===== config.mk =====
export PLATFORM = sky130hd
export DESIGN_NAME = m65_phi_slot_arbiter
export DESIGN_NICKNAME = d
export VERILOG_FILES = /design/src/rtl/m65_arb_pkg.sv /design/src/rtl/m65_phi_slot_arbiter.sv
export SDC_FILE = /design/constraint.sdc
export NUM_CORES = 1
export LEC_CHECK = 0
export CORE_AREA = 2 2 39 41
export CTS_CLUSTER_DIAMETER = 40
export DETAILED_ROUTE_END_ITERATION = 8
export DIE_AREA = 0 0 41 43
export HOLD_SLACK_MARGIN = 0.03
export SYNTH_ARGS = -nofsm -noshare
export SYNTH_HDL_FRONTEND = slang
export SYNTH_SLANG_ARGS = --single-unit

===== constraint.sdc =====
create_clock -name clk -period 1.25 [get_ports clk]
set_input_delay 0.1875 -clock clk [delete_from_list [all_inputs] [get_ports clk]]
set_output_delay 0.1875 -clock clk [all_outputs]
set_load 0.05 [all_outputs]

===== src/rtl/m65_arb_pkg.sv =====
// m65_arb_pkg: shared state/owner encodings and the default watchdog limit
package m65_arb_pkg;

    typedef enum logic [1:0] {
        IDLE    = 2'd0,
        CPU_CYC = 2'd1,
        DMA_CYC = 2'd2
    } arb_state_t;

    typedef enum logic {
        OWN_CPU = 1'b0,
        OWN_DMA = 1'b1
    } owner_t;

    localparam int TIMEOUT_DEFAULT = 255;

endpackage


===== src/rtl/m65_phi_slot_arbiter.sv =====
// m65_phi_slot_arbiter: phi-paced CPU/DMA bus slot arbiter with round-robin and RMW lock.
// Define M65_ARB_TIMEOUT_EN to build in the bus_ready watchdog.
module m65_phi_slot_arbiter
    import m65_arb_pkg::*;
#(
    parameter int TIMEOUT_CYCLES = TIMEOUT_DEFAULT
) (
    input  logic clk,
    input  logic reset,
    input  logic phi_tick,
    input  logic fast_mode,
    input  logic cpu_req,
    input  logic cpu_lock,
    input  logic dma_req,
    input  logic bus_ready,
    output logic cpu_gnt,
    output logic dma_gnt,
    output logic bus_strobe,
    output logic slot_overrun,
    output logic timeout_err
);

    if (TIMEOUT_CYCLES < 2 || TIMEOUT_CYCLES > 255) begin : g_bad_timeout
        $error("TIMEOUT_CYCLES must be in 2..255");
    end

    arb_state_t state, state_n;
    owner_t     last_owner;
    logic       slot_pending;
    logic       grant_start;
    logic       cpu_pick;
    logic       wd_hit;

    always_comb begin
        grant_start = (state == IDLE) && slot_pending && (cpu_req || dma_req);
        // lock only extends an existing CPU ownership; otherwise plain round-robin
        cpu_pick    = cpu_req && (!dma_req || last_owner == OWN_DMA || cpu_lock);
        state_n     = state;
        if (state == IDLE)
            state_n = grant_start ? (cpu_pick ? CPU_CYC : DMA_CYC) : IDLE;
        else if (bus_ready || wd_hit)
            state_n = IDLE;
    end

    always_ff @(posedge clk) begin
        if (reset) begin
            state        <= IDLE;
            last_owner   <= OWN_DMA;
            slot_pending <= 1'b0;
            bus_strobe   <= 1'b0;
            slot_overrun <= 1'b0;
        end else begin
            state        <= state_n;
            bus_strobe   <= grant_start;
            if (grant_start)
                last_owner <= cpu_pick ? OWN_CPU : OWN_DMA;
            // a new slot arriving on the grant edge survives the consume
            slot_pending <= fast_mode || phi_tick || (slot_pending && !grant_start);
            if (phi_tick && !fast_mode && slot_pending)
                slot_overrun <= 1'b1;
        end
    end

`ifdef M65_ARB_TIMEOUT_EN
    logic [7:0] wd_cnt;

    always_ff @(posedge clk) begin
        if (reset || grant_start)
            wd_cnt <= 8'd0;
        else if (state != IDLE && !bus_ready && !wd_hit)
            wd_cnt <= wd_cnt + 8'd1;
    end

    assign wd_hit = (state != IDLE) && (wd_cnt == 8'(TIMEOUT_CYCLES));
`else
    assign wd_hit = 1'b0;
`endif

    assign cpu_gnt     = (state == CPU_CYC);
    assign dma_gnt     = (state == DMA_CYC);
    assign timeout_err = wd_hit;

endmodule


Word level (Yosys, flattened, before mapping). Cells that the tools add are included.

Add/sub/neg operators: 0. Multipliers: 0. Div/mod/pow operators: 0. Magnitude comparators: 0. Eq/ne operators: 2. Shift-type cells: 0. Multiplexer cells: 5. Bitwise operators: 0. Reduce and logical (&&, ||, !) cells: 16.

Operators by type and width (count): $mux W2 (4); $logic_and A1 B1 Y1 (6); $logic_or A1 B1 Y1 (5); $logic_not A1 Y1 (3); $eq A2 B1 Y1 const B (1); $eq A2 B2 Y1 const B (1); $logic_not A2 Y1 (1); $reduce_bool A2 Y1 (1); $mux W1 (1).

Register bits after elaboration: 6. Bits in latches: 0. Bits in writable memories: 0. Bits in read-only memories: 0. Input port bits: 8. Word-level logic and storage cells: 28. Memories: 0.

Longest topological paths before layout.
Depth in word-level cells: 7. Mapped depth: 3. Mapped depth without buffers: 3.

Worst setup path after synthesis. OpenSTA, ideal clock, no wires.

Kind: register to output. From: register state[1]. To: output dma_gnt. Arrival: 1.064 ns. Required time: 1.062 ns. Slack: -0.002 ns. Cell stages (with the launch flop): 2. Buffers on the path: 0. Path through: dfxtp_1 > nor2b_1.

Cells in the longest elaborated chain, start to end: 1.

RTL lines: from (decl) (RTL line m65_phi_slot_arbiter.sv:27) `arb_state_t state, state_n;`; from (signal assigned) (RTL line m65_phi_slot_arbiter.sv:53) `state <= state_n;`; $eq A2 B2 Y1 (RTL line m65_phi_slot_arbiter.sv:80) `assign dma_gnt = (state == DMA_CYC);`; to (decl) (RTL line m65_phi_slot_arbiter.sv:17) `output logic dma_gnt,`.

No other way between the ends.

Worst setup path in the final report. Same ends and word-level chain as after synthesis.

==> impl_metrics.json <==
{
  "required_ns": 1.06,
  "numPortBuffers": 11,
  "worstHoldPathType": "reg2reg",
  "num_io_pins": 13,
  "netlist_area_um2": 258,
  "end_kind": "output port",
  "antenna_found_initial": 0,
  "grt_pass1_wl_um": 828,
  "crit_type": "reg2out",
  "synth_flop_cell": "dfxtp_1",
  "vdd_drop_max_uv": 390,
  "synth-edff-count": 0,
  "period_needed_ns": 1.19,
  "postSynthAreaPerCell_um2": 8.89,
  "yosysTopAreaCellShare": 0.466,
  "place_area_um2": 417,
  "synth.top_cells.by_count": "dfxtp_1 (6), nor2_1 (4), nor2b_1 (3)",
  "die-area_mm2": 0.00176,
  "die_h_um": 43,
  "cp_top_family": "flip-flops",
  "timing.fmax_mhz": 839,
  "maxCapViolations": 0,
  "final-seq-area_um2": 120,
  "place_congestion": 0.731,
  "core_area_mm2": 0.00138,
  "clkTransAtPathRegs_ns": 0.05,
  "clk_latency_ns": 0.24,
  "synth.most_common_cell": "dfxtp_1",
  "first_pass_iters": 2,
  "hold_ws_ns": 0.497,
  "fin_worst_skew_ns": 0.000978,
  "setup_viol": 0,
  "avgRoutedWirePerCell_um": 8.74,
  "nets": 51,
  "cts_buffer_depth": 2,
  "cts_tree": "built",
  "min_period_over_period": 0.954,
  "ys_ff_latch": 6,
  "vias": 223,
  "fin_area_um2": 439,
  "yosysWarnings": 0,
  "drcViolationCount": 0,
  "drtIter0Drc": 1,
  "post_cts_resized": 0,
  "h-tree-depth": 1,
  "grt_pass1_vias": 210,
  "multi_input_area_um2": 123,
  "drt-total-wl_um": 498,
  "yosys.area.top_type": "dfxtp_1",
  "setup-tns-final_ns": 0,
  "synthTopCellsByArea": "dfxtp_1 (47%), nor2b_1 (7.3%), nor2_1 (5.8%)",
  "yosysSeqAreaShare": 0.466,
  "async_flop_share": 0,
  "rows": 14,
  "hold_buffers": 0,
  "status": "completed",
  "hpwl_um": 407,
  "rsz0062_at_grt": "no",
  "ys_types": 18,
  "diodes": 0,
  "final_antenna_net_count": 0,
  "timing.final.hold_violations": 0,
  "p_leak_uw": 0.000169,
  "cp-start-kind": "flop",
  "drive_gt1_frac": 0.195,
  "fillers": 147,
  "path_cells": "nor2b_1 > buf_12",
  "slowest_delay_ns": 0.36,
  "grt_max_degree": 9,
  "crit_fanout": 4,
  "cts-buffers-inserted": 3,
  "finalMaxSlewViolations": 0,
  "critPathArrivalTime_ns": 1.00,
  "crit_slowest_cell": "dfxtp_1",
  "cts_sinks": 6,
  "p_total_uw": 541,
  "grt-ovfl-total": 0,
  "initial_core_util": 0.186,
  "synth_cells": 29,
  "vias_per_cell": 3.91,
  "crit_buf_inv": 1,
  "grt.total_usage": 0.0795,
  "syn_nets": 37,
  "syn_to_final_growth_pct": 70.4,
  "root_buffer": "clkbuf_4",
  "power_density_mw_per_mm2": 1230,
  "die_x_um": 41,
  "post_cts_buffers": 0
}
-- state kept, by name (all words and copies together), names as in the netlist --
register and count:
slot_overrun 1, slot_pending 1, bus_strobe 1, last_owner 1, state 2
-- where the power goes --
part           switching [µW]  internal, µW
sequential               11.5           208
clock                    69.4           109
combinational            70.6          73.1
-- per-stage QoR --
stage | utilization | std cells | worst slack (ns)
final | 0.317 | 57 | 0.0575
after global routing | 0.317 | 57 | 0.00678
after CTS | 0.317 | 57 | 0.0497
after detailed placement | 0.301 | 54 | -0.169
after global placement | 0.301 | 54 | -0.155
after floorplan | - | 29 | -0.00154
-- cell type report --
class	count	share of cell area
Clock buffer	3	0.0513
Inverter	1	0.00855
Multi-Input combinational cell	20	0.279
Sequential cell	6	0.274
Tap cell	16	0.0456
Timing Repair Buffer	11	0.342
-- cell usage in the layout, fill, tap and decap left out --
| cell type | instances |
|---|---|
| clkbuf_4 | 3 |
| inv_1 | 1 |
| nor3b_1 | 1 |
| or3b_1 | 1 |
| conb_1 | 1 |
| a31oi_1 | 1 |
| nor2_1 | 4 |
| a31o_1 | 1 |
| nor2b_1 | 3 |
| a2bb2oi_1 | 1 |
| dfxtp_1 | 6 |
| a21oi_2 | 1 |
| buf_12 | 4 |
| nand3_1 | 1 |
| clkdlybuf4s50_1 | 7 |
| a21oi_1 | 1 |
| o21ai_1 | 1 |
| o2bb2ai_1 | 1 |
| nand2b_1 | 2 |
-- routing by layer --
layer / part of all wire / global-route usage / up-vias / wire [µm]
met5: 0 / 0 / - / 0
met1: 0.47 / 0.0906 / 93 / 236
met4: 0.020 / 0.100 / 0 / 10
li1: - / - / 121 / -
met2: 0.45 / 0.0844 / 7 / 224
met3: 0.054 / 0.0471 / 2 / 27
-- kinds of logic (layout without fill, tap and decap cells) --
kind of cell           count (synthesis)  after routing  share of synthesized area
AND/OR/NAND/NOR                       12             12                      0.262
flip-flops                             6              6                      0.466
buffers and inverters                  3             15                     0.0582
other                                  1              1                     0.0145
AO/OA/AOI/OAI                          7              7                      0.199
-- worst reg2reg max path, stage by stage (launching register included) --
cell and delay, ns:
dfxtp_1 0.30, or3b_1 0.39, a31o_1 0.24, a21oi_2 0.09
-- path summary, 6_finish.rpt --
check	slack, ns	start	cells after the start	to
worst max-delay path	0.06	state[1]	2	dma_gnt
worst min register to register	0.50	state[0]	2	state[0]
worst min-delay path	0.50	state[0]	2	state[0]
worst max register to register	0.17	last_owner	3	state[1]
No activity file was read; power rests on OpenSTA's default activity.
